$ cat src/rtl/lsu_pkg.sv
// Shared encodings for the load/store unit: access sizes, RAM lane masks,
// controller state codes and size helpers.
package lsu_pkg;

  localparam logic [1:0] SZ_BYTE = 2'b00;
  localparam logic [1:0] SZ_HALF = 2'b01;
  localparam logic [1:0] SZ_WORD = 2'b10;
  localparam logic [1:0] SZ_ILL  = 2'b11;

  localparam logic [3:0] MASK_BYTE = 4'b0001;
  localparam logic [3:0] MASK_HALF = 4'b0011;
  localparam logic [3:0] MASK_WORD = 4'b1111;

  localparam logic [1:0] IDLE  = 2'd0;
  localparam logic [1:0] ISSUE = 2'd1;
  localparam logic [1:0] RESP  = 2'd2;

  function automatic logic [2:0] size_bytes(input logic [1:0] size);
    case (size)
      SZ_BYTE: size_bytes = 3'd1;
      SZ_HALF: size_bytes = 3'd2;
      SZ_WORD: size_bytes = 3'd4;
      default: size_bytes = 3'd1;
    endcase
  endfunction

  function automatic logic [3:0] size_mask(input logic [1:0] size);
    case (size)
      SZ_BYTE: size_mask = MASK_BYTE;
      SZ_HALF: size_mask = MASK_HALF;
      SZ_WORD: size_mask = MASK_WORD;
      default: size_mask = 4'b0000;
    endcase
  endfunction

endpackage

$ cat src/rtl/lsu_mem_ctrl_if.sv
// Core-pipeline side request/response bus of the load/store unit.
interface lsu_mem_ctrl_if #(parameter int W = 32);
  logic         lsu_req;
  logic         lsu_ready;
  logic         lsu_we;
  logic [1:0]   lsu_size;
  logic         lsu_unsigned;
  logic [W-1:0] lsu_addr;
  logic [W-1:0] lsu_wdata;
  logic         lsu_done;
  logic         lsu_err;
  logic [W-1:0] lsu_rdata;

  modport master (
    output lsu_req, lsu_we, lsu_size, lsu_unsigned, lsu_addr, lsu_wdata,
    input  lsu_ready, lsu_done, lsu_err, lsu_rdata
  );

  modport slave (
    input  lsu_req, lsu_we, lsu_size, lsu_unsigned, lsu_addr, lsu_wdata,
    output lsu_ready, lsu_done, lsu_err, lsu_rdata
  );
endinterface

$ cat src/rtl/lsu_load_extend.sv
// Zero/sign extension of a raw little-endian RAM word to the load result.
module lsu_load_extend
  import lsu_pkg::*;
#(
  parameter int W = 32
) (
  input  logic [W-1:0] raw_word,
  input  logic [1:0]   size,
  input  logic         is_unsigned,
  output logic [W-1:0] ext_word
);

  // Select the low lanes for the access size and fill above them.
  always_comb begin
    ext_word = raw_word;
    case (size)
      SZ_BYTE: ext_word = {{(W-8){~is_unsigned & raw_word[7]}}, raw_word[7:0]};
      SZ_HALF: ext_word = {{(W-16){~is_unsigned & raw_word[15]}}, raw_word[15:0]};
      default: ext_word = raw_word;
    endcase
  end

endmodule

$ cat src/rtl/lsu_mem_ctrl.sv
// Load/store initiator: one request at a time, IDLE -> ISSUE -> RESP, faulted
// requests skip the RAM. Define LSU_MISALIGN_TRAP_EN to fault misaligned half/word.
module lsu_mem_ctrl
  import lsu_pkg::*;
#(
  parameter int W = 32,
  parameter int H = 8
) (
  input  logic          clk,
  input  logic          rst,
  lsu_mem_ctrl_if.slave lsu,
  output logic [W-1:0]  ram_addr,
  output logic [W-1:0]  ram_wdat,
  output logic          ram_we,
  output logic          ram_re,
  output logic [3:0]    ram_type,
  output logic          sign,
  input  logic [W-1:0]  data_reg
);

  logic [1:0]   state_r;
  logic         we_r;
  logic [1:0]   size_r;
  logic         uns_r;
  logic         ready_r;
  logic         done_r;
  logic         err_r;
  logic [W-1:0] rdata_r;

  logic [2:0]   nbytes_s;
  logic [H:0]   end_s;
  logic         size_err_s;
  logic         range_err_s;
  logic         align_err_s;
  logic         fault_s;
  logic [W-1:0] ext_s;

  assign lsu.lsu_ready = ready_r;
  assign lsu.lsu_done  = done_r;
  assign lsu.lsu_err   = err_r;
  assign lsu.lsu_rdata = rdata_r;

  // Fault decision on the request presented at the accepting edge.
  always_comb begin
    nbytes_s    = size_bytes(lsu.lsu_size);
    end_s       = {1'b0, lsu.lsu_addr[H-1:0]} + {{(H-2){1'b0}}, nbytes_s - 3'd1};
    size_err_s  = (lsu.lsu_size == SZ_ILL);
    // Last byte must stay inside the RAM; carry into bit H means wrap-around.
    range_err_s = (lsu.lsu_addr[W-1:H] != {(W-H){1'b0}}) || end_s[H];
`ifdef LSU_MISALIGN_TRAP_EN
    align_err_s = ((lsu.lsu_size == SZ_HALF) && lsu.lsu_addr[0]) ||
                  ((lsu.lsu_size == SZ_WORD) && (lsu.lsu_addr[1:0] != 2'b00));
`else
    align_err_s = 1'b0;
`endif
    fault_s     = size_err_s || range_err_s || align_err_s;
  end

  lsu_load_extend #(.W(W)) u_extend (
    .raw_word    (data_reg),
    .size        (size_r),
    .is_unsigned (uns_r),
    .ext_word    (ext_s)
  );

  // Controller state and all registered outputs.
  always_ff @(posedge clk) begin
    if (rst) begin
      state_r  <= IDLE;
      we_r     <= 1'b0;
      size_r   <= SZ_BYTE;
      uns_r    <= 1'b0;
      ready_r  <= 1'b0;
      done_r   <= 1'b0;
      err_r    <= 1'b0;
      rdata_r  <= {W{1'b0}};
      ram_addr <= {W{1'b0}};
      ram_wdat <= {W{1'b0}};
      ram_we   <= 1'b0;
      ram_re   <= 1'b0;
      ram_type <= 4'b0000;
      sign     <= 1'b0;
    end else begin
      sign <= 1'b0;
      case (state_r)
        IDLE: begin
          done_r  <= 1'b0;
          err_r   <= 1'b0;
          rdata_r <= {W{1'b0}};
          if (lsu.lsu_req && ready_r) begin
            we_r    <= lsu.lsu_we;
            size_r  <= lsu.lsu_size;
            uns_r   <= lsu.lsu_unsigned;
            ready_r <= 1'b0;
            if (fault_s) begin
              state_r <= RESP;
              done_r  <= 1'b1;
              err_r   <= 1'b1;
            end else begin
              state_r  <= ISSUE;
              ram_addr <= lsu.lsu_addr;
              ram_wdat <= lsu.lsu_we ? lsu.lsu_wdata : {W{1'b0}};
              ram_we   <= lsu.lsu_we;
              ram_re   <= ~lsu.lsu_we;
              // Loads always fetch the raw full word; extension happens here.
              ram_type <= lsu.lsu_we ? size_mask(lsu.lsu_size) : MASK_WORD;
            end
          end else begin
            ready_r <= 1'b1;
          end
        end
        ISSUE: begin
          state_r  <= RESP;
          ram_addr <= {W{1'b0}};
          ram_wdat <= {W{1'b0}};
          ram_we   <= 1'b0;
          ram_re   <= 1'b0;
          ram_type <= 4'b0000;
          done_r   <= 1'b1;
          err_r    <= 1'b0;
          rdata_r  <= we_r ? {W{1'b0}} : ext_s;
        end
        RESP: begin
          state_r <= IDLE;
          ready_r <= 1'b1;
          done_r  <= 1'b0;
          err_r   <= 1'b0;
          rdata_r <= {W{1'b0}};
        end
        default: begin
          state_r  <= IDLE;
          ready_r  <= 1'b0;
          done_r   <= 1'b0;
          err_r    <= 1'b0;
          rdata_r  <= {W{1'b0}};
          ram_addr <= {W{1'b0}};
          ram_wdat <= {W{1'b0}};
          ram_we   <= 1'b0;
          ram_re   <= 1'b0;
          ram_type <= 4'b0000;
        end
      endcase
    end
  end

endmodule
$ cat src/flat_wrapper.sv
// flat-port wrapper written by rule: the top's interface ports become plain ports
module lsu_mem_ctrl_flat import lsu_pkg::*;
#(
  parameter int W = 32,
  parameter int H = 8
)
  (clk, rst, ram_addr, ram_wdat, ram_we, ram_re, ram_type, sign, data_reg, lsu_lsu_req, lsu_lsu_we, lsu_lsu_size, lsu_lsu_unsigned, lsu_lsu_addr, lsu_lsu_wdata, lsu_lsu_ready, lsu_lsu_done, lsu_lsu_err, lsu_lsu_rdata);
  lsu_mem_ctrl_if #(.W(W)) lsu_i ();
  input  logic clk;
  input  logic rst;
  output logic [W-1:0] ram_addr;
  output logic [W-1:0] ram_wdat;
  output logic ram_we;
  output logic ram_re;
  output logic [3:0] ram_type;
  output logic sign;
  input  logic [W-1:0] data_reg;
  input wire logic [$bits(lsu_i.lsu_req)-1:0] lsu_lsu_req;
  input wire logic [$bits(lsu_i.lsu_we)-1:0] lsu_lsu_we;
  input wire logic [$bits(lsu_i.lsu_size)-1:0] lsu_lsu_size;
  input wire logic [$bits(lsu_i.lsu_unsigned)-1:0] lsu_lsu_unsigned;
  input wire logic [$bits(lsu_i.lsu_addr)-1:0] lsu_lsu_addr;
  input wire logic [$bits(lsu_i.lsu_wdata)-1:0] lsu_lsu_wdata;
  output wire logic [$bits(lsu_i.lsu_ready)-1:0] lsu_lsu_ready;
  output wire logic [$bits(lsu_i.lsu_done)-1:0] lsu_lsu_done;
  output wire logic [$bits(lsu_i.lsu_err)-1:0] lsu_lsu_err;
  output wire logic [$bits(lsu_i.lsu_rdata)-1:0] lsu_lsu_rdata;
  assign lsu_i.lsu_req = lsu_lsu_req;
  assign lsu_i.lsu_we = lsu_lsu_we;
  assign lsu_i.lsu_size = lsu_lsu_size;
  assign lsu_i.lsu_unsigned = lsu_lsu_unsigned;
  assign lsu_i.lsu_addr = lsu_lsu_addr;
  assign lsu_i.lsu_wdata = lsu_lsu_wdata;
  assign lsu_lsu_ready = lsu_i.lsu_ready;
  assign lsu_lsu_done = lsu_i.lsu_done;
  assign lsu_lsu_err = lsu_i.lsu_err;
  assign lsu_lsu_rdata = lsu_i.lsu_rdata;
  lsu_mem_ctrl #(.W(W), .H(H)) u_core (.clk(clk), .rst(rst), .lsu(lsu_i), .ram_addr(ram_addr), .ram_wdat(ram_wdat), .ram_we(ram_we), .ram_re(ram_re), .ram_type(ram_type), .sign(sign), .data_reg(data_reg));
endmodule
$ cat config.mk
export PLATFORM = sky130hd
export DESIGN_NAME = lsu_mem_ctrl_flat
export DESIGN_NICKNAME = d
export VERILOG_FILES = /design/src/rtl/lsu_pkg.sv /design/src/rtl/lsu_mem_ctrl_if.sv /design/src/rtl/lsu_load_extend.sv /design/src/rtl/lsu_mem_ctrl.sv /design/src/flat_wrapper.sv
export SDC_FILE = /design/constraint.sdc
export NUM_CORES = 1
export LEC_CHECK = 0
export CAP_MARGIN = 20
export CORE_ASPECT_RATIO = 1.1
export CORE_MARGIN = 2
export CORE_UTILIZATION = 26
export DETAILED_ROUTE_END_ITERATION = 8
export HOLD_SLACK_MARGIN = 0.12
export PLACE_DENSITY_LB_ADDON = 0.05
export SYNTH_ARGS = -nofsm -noshare
export SYNTH_HDL_FRONTEND = slang
export SYNTH_SLANG_ARGS = --single-unit
export TNS_END_PERCENT = 30
$ cat constraint.sdc
create_clock -name clk -period 5.1 [get_ports clk]
set_input_delay 0.765 -clock clk [delete_from_list [all_inputs] [get_ports clk]]
set_output_delay 0.765 -clock clk [all_outputs]
set_load 0.01 [all_outputs]
==> flow_summary_export.csv, run 1 <==
group,metric,value,unit
status,outcome,"complete, no violations",
place,portBuffers,207,
timing,slew_headroom,32.7,%
yosys,syn-num-nets,429,
timing,finalMaxSlewViolations,0,
routing,wirelength,9980,um
routing,ant_nets,0,
routing,drt_pre_antenna_iters,4,
global_route,grt_first_pass_wirelength,15200,um
critical_path,max_stage_delay,0.89,ns
yosys,synth_top_area_share,61.5,%
global_route,grt_max_degree,41,
yosys,synth_area_leaders,"dfxtp_1 62%, a22o_1 11%, and2_1 5.9%, a21oi_1 3.5%, ha_1 2.4%",
floorplan,std_cell_rows,44,
yosys,synth_enable_flop_cells,0,
clocking,clk_latency,0.34,ns
critical_path,critPathLaunchType,"primary input",
routing,num_vias,2992,
critical_path,end_kind,"flip-flop",
global_route,gr-total-overflow,0,
timing,min_period_over_period,75.5,%
clocking,max-clock-path-buffers,2,
critical_path,path_cells,"clkdlybuf4s50_1, inv_1, ha_1, and2_1, ha_1, nand4b_1, nand2_1, a211oi_1, a211oi_4, buf_4, a22o_1",
critical_path,rrSetupSlack,2.72,ns
floorplan,die-area,14700,um2
critical_path,cp.required,5.39,ns
yosys,synth_ff_type,"dfxtp_1",
timing,max_freq,260,MHz
routing,drt-wirelength-per-cell,14.2,um
yosys,synthTopCellsByCount,"110 x dfxtp_1, 43 x a22o_1, 34 x and2_1",
yosys,synth_area_leader_cell,"dfxtp_1",
timing,setup_violations,0,
routing,via_per_inst,4.26,
clocking,cts_resized,0,
floorplan,initial_core_util,26.9,%
routing,drc,0,
clocking,clockRootBuffer,"clkbuf_16",
yosys,synth.yosys.warnings,0,
layout,final_layout_size_suffix_gt1_share,4.24,%
hold_path,hold_class,"reg2reg",
clocking,clk_pin_slew_worst_paths,0.07,ns
clocking,htreeDepth,3,
yosys,netlist_instances,319,
timing,finClkSkew,0.00717,ns
critical_path,crit_fanout,40,
timing,rsz0062_at_grt,"false",
floorplan,fp.dieW,116,um
clocking,post_cts_buffers,0,
layout,multiInputGateArea,1230,um2
yosys,yosys.cell_count.top_type,"dfxtp_1",
layout,syn2layout_area_growth,69.7,%
critical_path,path_class,"in2reg",
yosys,syn_area,3580,um2
floorplan,fp.dieH,127,um
clocking,cts_buffers,9,
yosys,synth_seq_cells,110,
clocking,cts.sinks,110,
pwr,powerDensity,278,nW/um2
layout,nFillCells,1287,
pwr,irDropWorstVdd,149,uV
yosys,ys_seq_area_share,61.5,%
layout,nNetsFinal,625,
critical_path,arrival,4.14,ns
pwr,p_leak,2.26,nW
clocking,cts-hold-fix-buffers,0,
global_route,grt_usage,13.3,%
place,dpl.hpwl,7250,um
critical_path,slowest_stage,"a211oi_4",
critical_path,crit_top_cell,"ha_1",
yosys,synth-async-reset-ratio,0,%
place,dp_slack,0.848,ns
global_route,grt_pass1_vias,3005,
place,gp_congestion,0.717,
run,cap_viol_max_count,0,
timing,final.setup.tns,0,ns
timing,final_hold_viol_count,0,
timing,layout_min_cycle_time,3.85,ns
routing,drt_iter0_drc,125,
layout,fin_area,6070,um2
yosys,syn_avg_cell_area,11.2,um2
timing,worst_slew_pin_slew,1.01,ns
floorplan,core,13300,um2
floorplan,io_pins,209,
yosys,synth_cell_types,33,
layout,antennaDiodeCount,0,
timing,setup_ws,1.25,ns
global_route,antenna_found_initial,0,
layout,ff_latch_area,2200,um2
clocking,cts_tree,"built",
place,placed_cell_area,5780,um2
==> metal layers <==
metal	share of wire, %	vias up	routed length, um	track usage (%)
li1	-	1496	-	-
met1	42	1370	4150	15.4
met2	46	117	4590	21.4
met3	11	9	1090	6.17
met4	1.5	0	150	5.25
met5	0	-	0	0
==> worst max-delay path: cells and delay by family <==
| kind | cells | cell delay (ns) |
|---|---|---|
| AO/OA/AOI/OAI | 3 | 1.26 |
| adder cells (fa/ha/maj) | 2 | 0.49 |
| buffers and inverters | 3 | 1.19 |
| AND/OR/NAND/NOR | 3 | 0.38 |
==> flip-flops by register name, indices dropped and copies added (netlist names) <==
signal / flops
u_core.we_r: 1
u_core.state_r: 2
u_core.lsu.lsu_rdata: 32
u_core.lsu.lsu_done: 1
u_core.size_r: 2
u_core.uns_r: 1
u_core.ram_wdat: 32
u_core.ram_type: 3
u_core.ram_we: 1
u_core.ram_re: 1
u_core.lsu.lsu_err: 1
u_core.ram_addr: 32
u_core.lsu.lsu_ready: 1
==> report_power, final <==
group	internal, W	switching, W	total [W]
sequential	0.000861	0.00000516	0.000867
clock	0.000392	0.000305	0.000697
combinational	0.0000813	0.0000406	0.000122
total	0.00133	0.000351	0.00169
==> metrics by stage <==
step / util (%) / power, W / hold WS [ns] / std cells
after detailed placement: 43.4 / 0.00101 / 0.440 / 688
after global placement: 43.3 / 0.00101 / 0.433 / 687
after global routing: 45.6 / 0.00177 / 0.474 / 703
final: 45.6 / 0.00169 / 0.454 / 703
after floorplan: - / 0.000918 / 0.468 / 319
after CTS: 45.6 / 0.00171 / 0.457 / 703
==> cell usage in the layout, fill, tap and decap left out, types with 2 or more instances in the layout <==
cell type and instances:
clkdlybuf4s50_1 207, dfxtp_1 110, a22o_1 43, and2_1 34, a21oi_1 25, nand2_1 21
nor2_1 10, o21ai_0 9, clkbuf_16 9, ha_1 7, nor4_1 5, mux2i_1 5
inv_1 3, buf_4 3, nand3_1 2, a211oi_1 2, o21a_1 2, clkinvlp_4 2
clkbuf_1 2
==> path summary, 6_finish.rpt <==
check,startpoint,to,cells past startpoint
worst max-delay path,lsu_lsu_size[0],u_core.ram_addr[2],11
worst max register to register,u_core.state_r[0],u_core.ram_wdat[12],7
worst min register to register,u_core.ram_we,u_core.ram_we,1
worst min-delay path,u_core.ram_we,u_core.ram_we,1
==> layout make-up <==
type	count	area share, %
clock inverters	3	0.742
well taps	184	3.79
repair buffers	211	34.7
inverters	3	0.185
multi-input cells	180	20.3
clock buffers	12	4.06
flip-flops and latches	110	36.3
==> logic make-up after synthesis <==
logic type,count (synthesis),synth area share (%)
compound gates,85,17.7
fa+ha+maj,7,2.45
buf+inv,29,4.20
flops,110,61.5
mux,5,1.40
other cells,1,0.105
simple gates,82,12.6
No activity file was read; power rests on OpenSTA's default activity.
==> run 2, diff against run 1 <==
- clock period: 5.1 -> 3.3 ns (I/O delays scaled with it)
==> run 2 against run 1 <==
Against the previous run: critical path depth is 1 higher; clock-buffer cell count did not move; worst setup slack lost 0.69 ns; power up 55%; via count is 0.60% higher; sequential cell count is the same; critical path type unchanged.
==> flow_summary_export.csv, run 2 (synthesis results as in run 1) <==
group,metric,value,unit
critical_path,arrival,3.02,ns
clocking,clockRootBuffer,"clkbuf_16",
clocking,clk_latency,0.34,ns
pwr,powerDensity,425,nW/um2
pwr,p_leak,2.30,nW
floorplan,fp.dieW,116,um
global_route,grt_first_pass_wirelength,14800,um
timing,finalMaxSlewViolations,0,
clocking,clk_pin_slew_worst_paths,0.07,ns
timing,layout_min_cycle_time,2.74,ns
routing,drt_pre_antenna_iters,4,
routing,wirelength,9800,um
floorplan,die-area,14700,um2
routing,via_per_inst,4.26,
place,gp_congestion,0.764,
global_route,gr-total-overflow,0,
pwr,irDropWorstVdd,275,uV
global_route,grt_usage,12.9,%
timing,worst_slew_pin_slew,0.854,ns
timing,final_hold_viol_count,0,
floorplan,std_cell_rows,44,
layout,syn2layout_area_growth,71.5,%
global_route,grt_max_degree,37,
routing,drt-wirelength-per-cell,13.9,um
critical_path,end_kind,"flip-flop",
place,portBuffers,207,
layout,mostFrequentLayoutCell,"clkdlybuf4s50_1",
timing,rsz0062_at_grt,"false",
clocking,cts-hold-fix-buffers,0,
critical_path,cp.required,3.58,ns
timing,whs,0.458,ns
clocking,htreeDepth,3,
critical_path,critPathLaunchType,"primary input",
clocking,cts_buffers,9,
routing,ant_nets,0,
place,dpl.hpwl,7120,um
global_route,antenna_found_initial,0,
clocking,cts_tree,"built",
layout,antennaDiodeCount,0,
global_route,grt_pass1_vias,2882,
routing,drc,0,
layout,layout_common_cells,"207 x clkdlybuf4s50_1, 110 x dfxtp_1, 43 x a22o_1, 34 x and2_1, 25 x a21oi_1",
timing,setup_violations,0,
timing,finClkSkew,0.00569,ns
clocking,cts.sinks,110,
routing,num_vias,3010,
critical_path,crit_fanout,33,
floorplan,initial_core_util,26.9,%
floorplan,core,13300,um2
layout,final_layout_size_suffix_gt1_share,4.97,%
timing,final.setup.tns,0,ns
status,outcome,"complete, no violations",
floorplan,fp.dieH,127,um
critical_path,path_class,"in2reg",
timing,min_period_over_period,82.9,%
clocking,max-clock-path-buffers,2,
clocking,post_cts_buffers,0,
layout,nNetsFinal,629,
timing,max_freq,365,MHz
run,cap_viol_max_count,0,
clocking,cts_resized,0,
layout,final_util,46.1,%
hold_path,hold_class,"reg2reg",
floorplan,io_pins,209,
routing,drt_iter0_drc,112,
timing,slew_headroom,43.0,%
-- run 2: cell count changes in the layout (fill, tap and decap cells not counted) --
cell,before,now
clkdlybuf4s18_2,1,0
buf_4,3,5
buf_12,0,3
-- run 2: metrics by stage --
step | total power [W] | worst slack [ns] | instance area [um2] | cells
6_report | 0.00261 | 0.564 | 6140 | 707
5_1_grt | 0.00271 | 0.364 | 6140 | 707
4_1_cts | 0.00265 | 0.556 | 6140 | 707
3_5_place_dp | 0.00156 | 0.198 | 5850 | 692
3_3_place_gp | 0.00156 | 0.265 | 5850 | 692
2_1_floorplan | 0.00142 | 0.823 | 3580 | 319
-- run 2: final cells by class --
class	instances	area, um2
fillers	1282	7180
flip-flops and latches	110	2200
repair buffers	215	2170
multi-input cells	180	1230
clock buffers	12	246
well taps	184	230
clock inverters	3	45.0
inverters	3	11.3
-- run 2: power by group --
group | leakage (nW) | internal [W] | switching [W]
Sequential | 0.887 | 0.00133 | 0.00000831
Combinational | 1.27 | 0.000130 | 0.0000632
Clock | 0.135 | 0.000606 | 0.000468
Total | 2.30 | 0.00207 | 0.000539
-- run 2: final timing paths --
check	cells past startpoint	slack, ns	start	endpoint
setup / recovery	12	0.56	lsu_lsu_size[0]	u_core.ram_wdat[30]
hold / removal	1	0.46	u_core.ram_addr[18]	u_core.ram_addr[18]
setup reg to reg	6	1.26	u_core.state_r[0]	u_core.ram_wdat[30]
hold reg to reg	1	0.46	u_core.ram_addr[18]	u_core.ram_addr[18]
-- run 2: worst max-delay path, stage by stage --
cell	delay, ns
clkdlybuf4s50_1	0.56
inv_1	0.09
ha_1	0.22
and2_1	0.14
ha_1	0.29
nand4b_1	0.10
nand2_1	0.14
a211oi_1	0.09
buf_4	0.16
a211oi_4	0.33
buf_12	0.23
a22o_1	0.16
-- run 2: layer usage --
metal | vias up | part of all wire, % | global-route usage (%)
met4 | 0 | 2.1 | 5.67
li1 | 1505 | - | -
met3 | 12 | 10 | 5.65
met1 | 1370 | 44 | 16.2
met5 | - | 0 | 0
met2 | 123 | 44 | 19.0
